===== config.mk =====
export PLATFORM = sky130hd
export DESIGN_NAME = inst_decode
export DESIGN_NICKNAME = d
export VERILOG_FILES = /design/src/rtl/inst_decode.sv
export SDC_FILE = /design/constraint.sdc
export NUM_CORES = 1
export LEC_CHECK = 0
export ABC_AREA = 1
export CAP_MARGIN = 10
export CORE_ASPECT_RATIO = 0.8
export CORE_MARGIN = 10
export CORE_UTILIZATION = 30
export DETAILED_ROUTE_END_ITERATION = 12
export PLACE_DENSITY = 0.68
export SLEW_MARGIN = 15
export SYNTH_ARGS = -nofsm -noshare
export SYNTH_HDL_FRONTEND = slang
export SYNTH_SLANG_ARGS = --single-unit

===== constraint.sdc =====
create_clock -name clk -period 5.2 [get_ports clk]
set_input_delay 1.56 -clock clk [delete_from_list [all_inputs] [get_ports clk]]
set_output_delay 1.56 -clock clk [all_outputs]
set_load 0.05 [all_outputs]

===== src/rtl/inst_decode.sv =====
// Decode stage: register read, same-cycle branch/jump resolution, RAW interlock
// against in-flight writers, and the ID/EX pipeline register.
module inst_decode #(
    parameter logic [29:0] RESET_PC = 30'h0
) (
    input  logic        clk,
    input  logic        rst,
    input  logic [31:0] inst,
    input  logic [29:0] pc,
    output logic        stall,
    output logic        jump,
    output logic [29:0] jump_pc,
    output logic [4:0]  rs_addr,
    output logic [4:0]  rt_addr,
    input  logic [31:0] rs_data,
    input  logic [31:0] rt_data,
    input  logic        mem_we,
    input  logic [4:0]  mem_dest,
    input  logic        wb_we,
    input  logic [4:0]  wb_dest,
    output logic        ex_valid,
    output logic [3:0]  ex_alu_op,
    output logic [31:0] ex_a,
    output logic [31:0] ex_b,
    output logic        ex_wr_en,
    output logic [4:0]  ex_wr_addr,
    output logic        ex_mem_rd,
    output logic        ex_mem_wr,
    output logic [31:0] ex_store_data,
    output logic [29:0] ex_pc,
    output logic        ex_illegal
);

    localparam logic [3:0] ALU_ADD   = 4'd0;
    localparam logic [3:0] ALU_SUB   = 4'd1;
    localparam logic [3:0] ALU_AND   = 4'd2;
    localparam logic [3:0] ALU_OR    = 4'd3;
    localparam logic [3:0] ALU_XOR   = 4'd4;
    localparam logic [3:0] ALU_NOR   = 4'd5;
    localparam logic [3:0] ALU_SLT   = 4'd6;
    localparam logic [3:0] ALU_SLTU  = 4'd7;
    localparam logic [3:0] ALU_SLL   = 4'd8;
    localparam logic [3:0] ALU_SRL   = 4'd9;
    localparam logic [3:0] ALU_SRA   = 4'd10;
    localparam logic [3:0] ALU_PASSB = 4'd11;

    logic [5:0]  opcode;
    logic [5:0]  funct;
    logic [4:0]  rd;
    logic [31:0] imm_sext;
    logic [31:0] imm_zext;
    logic [31:0] shamt_zext;
    logic [29:0] pc_plus1;

    assign opcode     = inst[31:26];
    assign funct      = inst[5:0];
    assign rs_addr    = inst[25:21];
    assign rt_addr    = inst[20:16];
    assign rd         = inst[15:11];
    assign imm_sext   = {{16{inst[15]}}, inst[15:0]};
    assign imm_zext   = {16'h0, inst[15:0]};
    assign shamt_zext = {27'h0, inst[10:6]};
    assign pc_plus1   = pc + 30'd1;

    logic        legal;
    logic [3:0]  alu_op;
    logic [31:0] op_a;
    logic [31:0] op_b;
    logic [4:0]  dest;
    logic        wr;
    logic        use_rs;
    logic        use_rt;
    logic        mem_rd;
    logic        mem_wr;
    logic        is_beq;
    logic        is_bne;
    logic        is_j;
    logic        is_jr;

    always_comb begin
        legal  = 1'b1;
        alu_op = ALU_ADD;
        op_a   = rs_data;
        op_b   = rt_data;
        dest   = rt_addr;
        wr     = 1'b0;
        use_rs = 1'b0;
        use_rt = 1'b0;
        mem_rd = 1'b0;
        mem_wr = 1'b0;
        is_beq = 1'b0;
        is_bne = 1'b0;
        is_j   = 1'b0;
        is_jr  = 1'b0;
        case (opcode)
            6'h00: begin
                dest   = rd;
                wr     = 1'b1;
                use_rs = 1'b1;
                use_rt = 1'b1;
                case (funct)
                    6'h21: alu_op = ALU_ADD;
                    6'h23: alu_op = ALU_SUB;
                    6'h24: alu_op = ALU_AND;
                    6'h25: alu_op = ALU_OR;
                    6'h26: alu_op = ALU_XOR;
                    6'h27: alu_op = ALU_NOR;
                    6'h2A: alu_op = ALU_SLT;
                    6'h2B: alu_op = ALU_SLTU;
                    6'h00, 6'h02, 6'h03: begin
                        // shifts take shamt as A and never look at rs
                        use_rs = 1'b0;
                        op_a   = shamt_zext;
                        alu_op = (funct == 6'h00) ? ALU_SLL :
                                 (funct == 6'h02) ? ALU_SRL : ALU_SRA;
                    end
                    6'h08: begin
                        is_jr  = 1'b1;
                        wr     = 1'b0;
                        use_rt = 1'b0;
                    end
                    default: begin
                        legal  = 1'b0;
                        wr     = 1'b0;
                        use_rs = 1'b0;
                        use_rt = 1'b0;
                    end
                endcase
            end
            6'h02: is_j = 1'b1;
            6'h03: begin
                is_j   = 1'b1;
                dest   = 5'd31;
                wr     = 1'b1;
                alu_op = ALU_PASSB;
                op_b   = {pc_plus1, 2'b00};
            end
            6'h04: begin is_beq = 1'b1; use_rs = 1'b1; use_rt = 1'b1; end
            6'h05: begin is_bne = 1'b1; use_rs = 1'b1; use_rt = 1'b1; end
            6'h09: begin op_b = imm_sext; wr = 1'b1; use_rs = 1'b1; end
            6'h0A: begin op_b = imm_sext; wr = 1'b1; use_rs = 1'b1; alu_op = ALU_SLT; end
            6'h0B: begin op_b = imm_sext; wr = 1'b1; use_rs = 1'b1; alu_op = ALU_SLTU; end
            6'h0C: begin op_b = imm_zext; wr = 1'b1; use_rs = 1'b1; alu_op = ALU_AND; end
            6'h0D: begin op_b = imm_zext; wr = 1'b1; use_rs = 1'b1; alu_op = ALU_OR; end
            6'h0E: begin op_b = imm_zext; wr = 1'b1; use_rs = 1'b1; alu_op = ALU_XOR; end
            6'h0F: begin op_b = {inst[15:0], 16'h0}; wr = 1'b1; alu_op = ALU_PASSB; end
            6'h23: begin op_b = imm_sext; wr = 1'b1; use_rs = 1'b1; mem_rd = 1'b1; end
            6'h2B: begin
                op_b   = imm_sext;
                use_rs = 1'b1;
                use_rt = 1'b1;
                mem_wr = 1'b1;
            end
            default: legal = 1'b0;
        endcase
        if (dest == 5'd0)
            wr = 1'b0;
    end

    logic hit_rs;
    logic hit_rt;

    assign hit_rs = use_rs && (rs_addr != 5'd0) &&
                    ((ex_wr_en && ex_wr_addr == rs_addr) ||
                     (mem_we && mem_dest == rs_addr) ||
                     (wb_we && wb_dest == rs_addr));
    assign hit_rt = use_rt && (rt_addr != 5'd0) &&
                    ((ex_wr_en && ex_wr_addr == rt_addr) ||
                     (mem_we && mem_dest == rt_addr) ||
                     (wb_we && wb_dest == rt_addr));
    assign stall  = hit_rs || hit_rt;

    logic        regs_eq;
    logic [29:0] br_target;

    assign regs_eq   = (rs_data == rt_data);
    assign br_target = pc_plus1 + imm_sext[29:0];

    // a stall redirects to pc itself so fetch replays the word
    always_comb begin
        jump    = 1'b0;
        jump_pc = pc_plus1;
        if (stall) begin
            jump    = 1'b1;
            jump_pc = pc;
        end else if (is_j) begin
            jump    = 1'b1;
            jump_pc = {pc[29:26], inst[25:0]};
        end else if (is_jr) begin
            jump    = 1'b1;
            jump_pc = rs_data[31:2];
        end else if ((is_beq && regs_eq) || (is_bne && !regs_eq)) begin
            jump    = 1'b1;
            jump_pc = br_target;
        end
    end

    logic issue;
    assign issue = !stall && legal;

    always_ff @(posedge clk or negedge rst) begin
        if (!rst) begin
            ex_valid      <= 1'b0;
            ex_alu_op     <= 4'd0;
            ex_a          <= 32'h0;
            ex_b          <= 32'h0;
            ex_wr_en      <= 1'b0;
            ex_wr_addr    <= 5'd0;
            ex_mem_rd     <= 1'b0;
            ex_mem_wr     <= 1'b0;
            ex_store_data <= 32'h0;
            ex_pc         <= RESET_PC;
            ex_illegal    <= 1'b0;
        end else begin
            ex_valid      <= issue;
            ex_alu_op     <= alu_op;
            ex_a          <= op_a;
            ex_b          <= op_b;
            ex_wr_en      <= issue && wr;
            ex_wr_addr    <= dest;
            ex_mem_rd     <= issue && mem_rd;
            ex_mem_wr     <= issue && mem_wr;
            ex_store_data <= rt_data;
            ex_pc         <= pc;
            ex_illegal    <= !stall && !legal;
        end
    end

endmodule

-- Yosys cells after proc, flatten, opt, wreduce, memory -nomap -nowiden
Cells that the tools add are included.
- register bits: 140
- input bits: 140
- output and inout port bits: 182
- add/subtract/negate cells: 2
- reductions and logical operators: 43
- equality and inequality tests: 31
- mux-type cells: 31
- operator list (cell ; count):
    one-hot mux 32 bit (4 select lines) ; 1
    two-way mux 30 bit ; 4
    two-way mux 32 bit ; 2
    == test 6 bit (second input constant) ; 10
    == test 6 x 4 -> 1 bit (second input constant) ; 8
    == test 32 bit ; 1
    one-hot mux 4 bit (8 select lines) ; 1
    adder 30 x 1 -> 30 bit (second input constant) ; 1
    adder 30 bit ; 1
    == test 5 bit ; 6
    one-hot mux 4 bit (7 select lines) ; 1
    == test 6 x 2 -> 1 bit (second input constant) ; 4
    OR reduction 9 bit ; 2
    logical AND 1 bit ; 17
    two-way mux 1 bit ; 15
    OR reduction 13 bit ; 1
    == test 6 x 3 -> 1 bit (second input constant) ; 2
    zero test 6 bit ; 2
    OR reduction 12 bit ; 1
    OR reduction 11 bit ; 1
    one-hot mux 5 bit (2 select lines) ; 1
    nonzero test 5 bit ; 2
    OR reduction 10 bit ; 1
    OR reduction 3 bit ; 3
    7 further kinds ; 19

-- Longest topological paths before layout
- depth after elaboration: 10
- gate-level depth with buffers: 24
- mapped depth without buffers: 24

-- Worst setup path after synthesis
No wires, ideal clock.
- path type: in2out
- start: in pc[0]
- end: out jump_pc[28]
- data arrival time: 4.402 ns
- setup slack: -0.762 ns
- stages on the path: 19
- cell sequence: ha_1 > nand3_1 > inv_1 > nand2_1 > nor2_1 > nand2_1 > xor2_1 > inv_1 > ha_1 > inv_1 > nor3_1 > and2_1 > and2_1 > nand2_1 > nand2_1 > nand2_1 > nand3_1 > nand3_1 > a21boi_1
- word-level cells in the longest chain between the ends: 6
- RTL lines (element ; RTL line ; RTL):
    from (decl) ; 9 ; input logic [29:0] pc,
    adder 30 x 1 -> 30 bit * ; 63 ; assign pc_plus1 = pc + 30'd1;
    adder 30 bit ; 177 ; assign br_target = pc_plus1 + imm_sext[29:0];
    two-way mux 30 bit * ; 192 ; end else if ((is_beq && regs_eq) || (is_bne && !regs_eq)) begin
    two-way mux 30 bit * ; 189 ; end else if (is_jr) begin
    two-way mux 30 bit * ; 186 ; end else if (is_j) begin
    two-way mux 30 bit * ; 183 ; if (stall) begin
    to (decl) ; 12 ; output logic [29:0] jump_pc,
Mark *: on every way between the ends. The rest lies on a longest branch, timed or not.

-- Worst setup path after layout
- start: in pc[8]
- end: out jump_pc[27]
Same word-level chain as after synthesis.

==> impl_metrics.yaml <==
power_and_ir_drop:
  switchingPower_w: 0.00174
  p_leak_nw: 11.2
  seqPwrFrac_pct: 26.1
  p_clk_share_pct: 29.0
  power_frac_comb_pct: 44.9
  p_sw_share_pct: 38.7
  intPower_w: 0.00276
  vdd_drop_max_mv: 0.203
  p_per_area_nw_per_um2: 202
layout:
  drive_above_1_share_pct: 48.1
  final_nets: 2634
  nFillCells: 2963
  stdcell_area_sq_um: 22300
  final_cells: 2946
  syn_to_final_growth_pct: 109
detailed_routing:
  ant_nets: 0
  route.detailed.drc: 0
  vias_per_cell: 4.96
  wl_um: 63600
  drt_iter0_markers: 1083
  vias: 14600
  drt_pass1_iterations: 6
  wl_per_cell_um: 21.6
floorplan:
  die_w_um: 231
  initial_core_util_pct: 30.5
  die_h_um: 188
  rows: 61
  die_area_sq_um: 43500
  core_sq_um: 34900
  io_pins: 322
clocking:
  cts-buffers-inserted: 17
  htreeDepth: 4
  clock_latency_ns: 0.46
  cts_tree: "built"
  cts_hold_buf: 0
  clk_pin_slew_worst_paths_ns: 0.06
  clockBufferDepth: 2
  cts_root_buf: "clkbuf_16"
  clock-sinks: 140
worst_setup_path:
  cp_slowest_cell: "ha_4"
  required_ns: 3.64
  arrival_ns: 4.42
  setup.worst_path.end_class: "output port"
  critPathLaunchType: "input port"
  max_stage_delay_ns: 0.35
  critical-path-top-delay-family: "simple AND/OR/NAND/NOR gates"
  cp_max_fo: 6
  path_buf_inv: 7
  crit_path_cell_trace: "buf_8, nand2_4, buf_6, nor3_4, buf_4, nand2_4, buf_6, nor2_4, xnor2_4, inv_2, ha_4, nand2_4, nor2_4, buf_6, a21oi_4, nor2_2, nor2_2, nand2_1, nand2_1, nand3_2, nand3_2, a21boi_4, buf_12"
  path_class: "in2out"
yosys:
  ys_seq_elements: 140
  synth_cells: 1622
  yosys-top-cells-area: "dfrtp_1, nand2_1, inv_1"
  yosys.area.top_type: "dfrtp_1"
  synth_area_sq_um: 10600
  ys_types: 47
  syn_nets: 1799
  yosysWarnings: 0
  synth-edff-count: 0
  synth_top_area_share_pct: 32.9
  ys_seq_area_share_pct: 32.9
  synthArstFlopShare_pct: 100
  ys.flop_type: "dfrtp_1"
  yosys-top-cells-count: "nand2_1, inv_1, nor2_1, dfrtp_1, nand3_1"
  avgSynthCellArea_sq_um: 6.56
  yosysMostFrequentCell: "nand2_1"
outcome:
  status: "complete, but fails checks"
  violations: "setup timing"
placement:
  dp.cells: 2780
  dp_hpwl_um: 48800
  place_area_sq_um: 18300
  gp_congestion: 0.963
  port_buffers: 321
global_routing:
  grt_remaining_overflow: 0
  antenna_found_initial: 4
  grt_util_all_layers_pct: 28.1
  grt_pass1_vias: 14900
  grt_max_degree: 93
  grt_pass1_wl_um: 92600
sta:
  finalMaxSlewViolations: 0
  rsz0062_at_grt: "yes"
  layout_setup_ws_ns: -0.777
  max_freq_ghz: 0.167
  worst_pin_slew_ns: 0.915
  hold_viol: 0
  relSlewSlack_pct: 39.0
  setup_viol: 29
  min_period_over_period_pct: 115
  period_needed_ns: 5.98
  worst_clock_skew_ns: 0.0109
job:
  maxCapViolations: 0
worst_hold_path:
  hold_class: "in2async"
[power groups by stage]
stage / sequential, W / clock (W) / combinational (W)
5_1_grt: 0.00118 / 0.00137 / 0.00213
3_5_place_dp: 0.00120 / 0 / 0.00168
3_3_place_gp: 0.00119 / 0 / 0.00168
6_report: 0.00118 / 0.00130 / 0.00202
2_1_floorplan: 0.00143 / 0 / 0.000553
4_1_cts: 0.00118 / 0.00133 / 0.00191
[cell families (layout without fill, tap and decap cells)]
family | Yosys count | after routing | share of synthesized area, %
adders and majority gates | 37 | 37 | 4.42
and+or+nand+nor | 913 | 913 | 36.9
buffers and inverters | 299 | 1147 | 11.7
DFF | 140 | 140 | 32.9
xor gates and xnor gates | 51 | 51 | 4.20
other | 0 | 4 | 0
AOI/OAI and AO/OA | 182 | 182 | 9.86
[registers in the layout (all words and copies together) (netlist names)]
signal         count
ex_alu_op          4
ex_wr_en           1
ex_mem_rd          1
ex_store_data     32
ex_pc             30
ex_b              32
ex_illegal         1
ex_a              32
ex_mem_wr          1
ex_valid           1
ex_wr_addr         5
[worst register-to-register path, stage by stage, from the launching register on]
cell and delay, ns:
dfrtp_1 0.42, inv_1 0.09, nor2_1 0.04, nor3_1 0.17
nand3_1 0.09, nand3_1 0.10, nand2_1 0.05, inv_1 0.08
nand2_4 0.07, nand2_8 0.10, buf_12 0.12, clkinv_8 0.08
buf_4 0.15, nand2_1 0.14, nor3_2 0.05
[cell type report]
cell class,instances,area (sq um),share of cell area [%]
multi-input cells,1183,8480,38.1
repair buffers,861,8090,36.3
flip-flops and latches,140,3500,15.7
inverters,254,1010,4.52
well taps,472,591,2.65
clock buffers,20,467,2.09
clock inverters,12,135,0.607
diodes,4,10.0,0.0449
[final timing paths]
path,start,endpoint,slack (ns),depth (start not counted)
setup / recovery,pc[8],jump_pc[27],-0.78,23
hold / removal,rst,ex_b[1],1.15,1
setup reg to reg,ex_wr_addr[0],ex_wr_en,3.31,14
hold reg to reg,ex_wr_en,ex_valid,1.47,11
max in group asynchronous,rst,ex_pc[4],3.25,2
min in group clk,pc[8],ex_pc[8],1.23,1
[repair_timing]
item / in CTS / in global routing
resized for setup: 646 / 228
setup buffers: 105 / 30
setup endpoints to repair: 32 / 33
pin swaps: 223 / 173
cloned: 4 / 1
[routing by layer]
layer  vias to the layer above  global-route usage, %  wire, um
met1                      6961                   35.2     26300
met2                       705                   45.5     29100
met5                         -                      0         0
met3                       144                   7.43      5720
met4                         0                   10.4      2450
li1                       6793                      -         -
[metrics by stage]
stage | setup TNS, ns | util [%] | power, W | hold slack, ns | setup WS (ns)
2_1_floorplan | -1.30 | - | 0.00199 | 1.26 | -0.241
3_3_place_gp | -37.90 | 52.4 | 0.00288 | 1.46 | -1.69
3_5_place_dp | -38.02 | 52.4 | 0.00288 | 1.49 | -1.63
4_1_cts | -14.72 | 61.2 | 0.00441 | 1.20 | -0.697
5_1_grt | -20.11 | 63.9 | 0.00467 | 1.22 | -0.915
6_report | -16.13 | 63.9 | 0.00450 | 1.15 | -0.777
[cells in the final DEF, fill, tap and decap left out, types with 8 or more instances in the layout]
cell type	Yosys	final
a21oi_1	102	83
a21oi_2	2	13
a21oi_4	0	8
buf_12	3	50
buf_2	12	11
buf_4	11	447
buf_6	2	79
buf_8	0	8
clkbuf_16	0	18
clkdlybuf4s50_1	0	173
dfrtp_1	140	140
dlygate4sd2_1	0	67
dlymetal6s2s_1	0	12
ha_4	0	31
inv_1	237	161
inv_2	13	76
inv_4	0	9
nand2_1	512	320
nand2_2	27	157
nand2_4	4	60
nand3_1	130	79
nand3_2	4	42
nand3_4	2	15
nand4_1	12	12
nor2_1	166	110
nor2_2	8	19
nor2_4	2	47
nor3_1	26	9
nor3_2	1	9
nor3_4	0	9
o211ai_1	16	16
o21ai_0	25	20
o22ai_1	10	10
xnor2_1	26	16
xor2_1	25	12
xor2_2	0	8
Note: power is estimated with default switching activity, not from simulation.
==> variant, RTL diff (same flow settings) <==
`ex_wr_addr` and `ex_store_data` no longer have a reset.
--- a/src/rtl/inst_decode.sv
+++ b/src/rtl/inst_decode.sv
@@ -206,8 +206,6 @@
             ex_b          <= 32'h0;
             ex_wr_en      <= 1'b0;
-            ex_wr_addr    <= 5'd0;
             ex_mem_rd     <= 1'b0;
             ex_mem_wr     <= 1'b0;
-            ex_store_data <= 32'h0;
             ex_pc         <= RESET_PC;
             ex_illegal    <= 1'b0;
@@ -218,8 +216,6 @@
             ex_b          <= op_b;
             ex_wr_en      <= issue && wr;
-            ex_wr_addr    <= dest;
             ex_mem_rd     <= issue && mem_rd;
             ex_mem_wr     <= issue && mem_wr;
-            ex_store_data <= rt_data;
             ex_pc         <= pc;
             ex_illegal    <= !stall && !legal;
@@ -227,3 +223,8 @@
     end
 
+    always_ff @(posedge clk) begin
+        ex_wr_addr    <= dest;
+        ex_store_data <= rt_data;
+    end
+
 endmodule
Behaviour: not the same (a bounded check fails within 4 cycles, from zero or initial values and one cycle with rst low).
==> variant against the original RTL <==
  * The flow still finishes with violations (negative setup slack)
  * Count of clock-buffer cells in the layout decreased by 3
  * Cell count decreased by 0.61%
  * Synthesized cell count unchanged
  * Power increased by 1.3%
  * Via count increased by 1.1%
  * Area after synthesis decreased by 1.7%
  * Routed wire length decreased by 0.68%
  * Design area decreased by 1.7%
  * Worst setup slack improved by 0.078 ns
  * Sequential cell count unchanged
  * Critical path type unchanged
==> variant: results (changes against the original RTL) <==
Outcome
  • Status: finished with violations
  • Failing checks: negative setup slack

Pwr
  • Total leakage power: 0.0109 µW (-1.8%)
  • Worst IR Drop VDD: 0.000166 V (-19%)

Timing
  • Setup TNS: -14.40 ns (+1.73 ns)
  • Final setup violation count: 27 (-6.9%)
  • Clock Skew: 0.0126 ns (+0.00168 ns)
  • Setup slack after layout: -0.699 ns (+0.0782 ns)
  • Max_slew headroom: 54.2% (+15 points)

Clock tree
  • Reg clk slew, reported paths: 0.09 ns (+0.03 ns)
  • Num CTS Buffers: 17 (unchanged)
  • Max clock buf depth: 2 (unchanged)

Worst setup path
  • Critical Path Max Stage Delay: 0.30 ns (-0.05 ns)
  • Crit path max fanout: 4 (-2)
  • Cell count of the worst reg-to-reg path: 13 (-1)
  • Crit path from: pc[5]
  • Arr. time, crit path: 4.34 ns (-0.08 ns)
  • Reg2reg setup slack: 3.14 ns (-0.17 ns)
  • Worst R2R End: ex_mem_rd$_DFF_PN0_
  • Setup crit end: jump_pc[23]
  • R2R Path Start: ex_wr_addr[4]$_DFF_P_

Placed design
  • Final HPWL DP: 47100 µm (-3.5%)
  • IO buf count: 321 (unchanged)
  • GP Congestion: 0.973 (+1.0%)
  • Dpl cells: 2734 (-1.7%)
  • Setup WS pre-CTS: -1.51 ns (+0.115 ns)

Routing
  • Initial DRC count: 1492 (+38%)
  • Vias per cell: 5.04 (+1.7%)
  • Final WL: 63100 µm (-0.68%)
  • Routed wl met2: 30300 µm (+4.4%)
  • DR WL/cell: 21.6 µm (about the same)
  • First-pass iteration count of the detailed router: 8 (+2)
  • M1 WL: 25100 µm (-4.5%)
  • Met3 WL: 5310 µm (-7.1%)

Global route
  • GR Util All Layers: 27.7% (-0.38 points)
  • Largest net degree at the start of global routing: 48 (-48%)
  • First-pass GRT wire length: 91100 µm (-1.6%)
  • Met2 Usage GRT: 46.9% (+1.3 points)
  • Met1 Usage GRT: 34.6% (-0.68 points)
  • Met3 usage: 5.26% (-2.2 points)
  • Initial antenna violation count: 2 (-2)

Synthesis
  • Cells after synthesis: 1622 (unchanged)
  • Distinct cells, synth: 48 (+2.1%)
  • Register area share after synthesis: 31.7% (-1.2 points)
  • Synth top cells by count: 512 x nand2_1, 237 x inv_1, 166 x nor2_1
  • Async set-reset flop share out of synthesis: 73.6% (-26 points)
  • Synth top area cells: dfrtp_1 25%, nand2_1 18%, inv_1 8.5%

Final layout
  • Share of cells above drive strength 1: 49.5% (+1.4 points)
  • Nets: 2618 (-0.61%)
variant: changes by cell type in the layout (fill, tap and decap cells not counted), moves of 10 or more:
| cell | delta |
|---|---|
| nand2_2 | +12 |
| dlygate4sd2_1 | -21 |
| nand3_2 | +10 |
| buf_4 | +16 |
| dfxtp_1 | +37 |
| buf_6 | -21 |
| clkbuf_2 | +10 |
| dfrtp_1 | -37 |
| clkdlybuf4s15_1 | +19 |
| nand2_1 | -16 |
variant: metrics by stage:
stage	hold WS (ns)	util, %	cell area (µm²)
global route	1.17	63.3	21900
CTS	1.13	60.4	20900
detailed placement	1.61	51.0	17600
finish	1.12	63.3	21900
floorplan	1.26	-	11000
global placement	1.57	51.0	17600
variant: logic make-up after synthesis:
| group | synth area share (%) |
|---|---|
| xor gates and xnor gates | 4.27 |
| and+or+nand+nor | 37.6 |
| AOI/OAI and AO/OA | 10.0 |
| adders and majority gates | 4.50 |
| buffers and inverters | 11.9 |
| DFF | 31.7 |
variant: final cells by class:
class | count | area (µm²)
inverters | 254 | 995
diodes | 2 | 5.00
well taps | 472 | 591
fillers | 2841 | 12700
clock inverters | 15 | 191
multi-input cells | 1183 | 8620
repair buffers | 845 | 7740
clock buffers | 17 | 425
flip-flops and latches | 140 | 3320
variant: repair_timing:
item                                    in CTS  in global routing
gates cloned                                 3                  0
resized for setup                          606                306
pin swaps                                  225                237
buffers inserted                           139                 32
hold endpoints to repair                     0                  0
endpoints found under the setup margin      32                 34
variant: power breakdown:
part           total (µW)  internal, µW  switching (µW)
sequential           1170          1150            23.7
clock                1360           733             623
combinational        2030           854            1170
total                4560          2740            1820
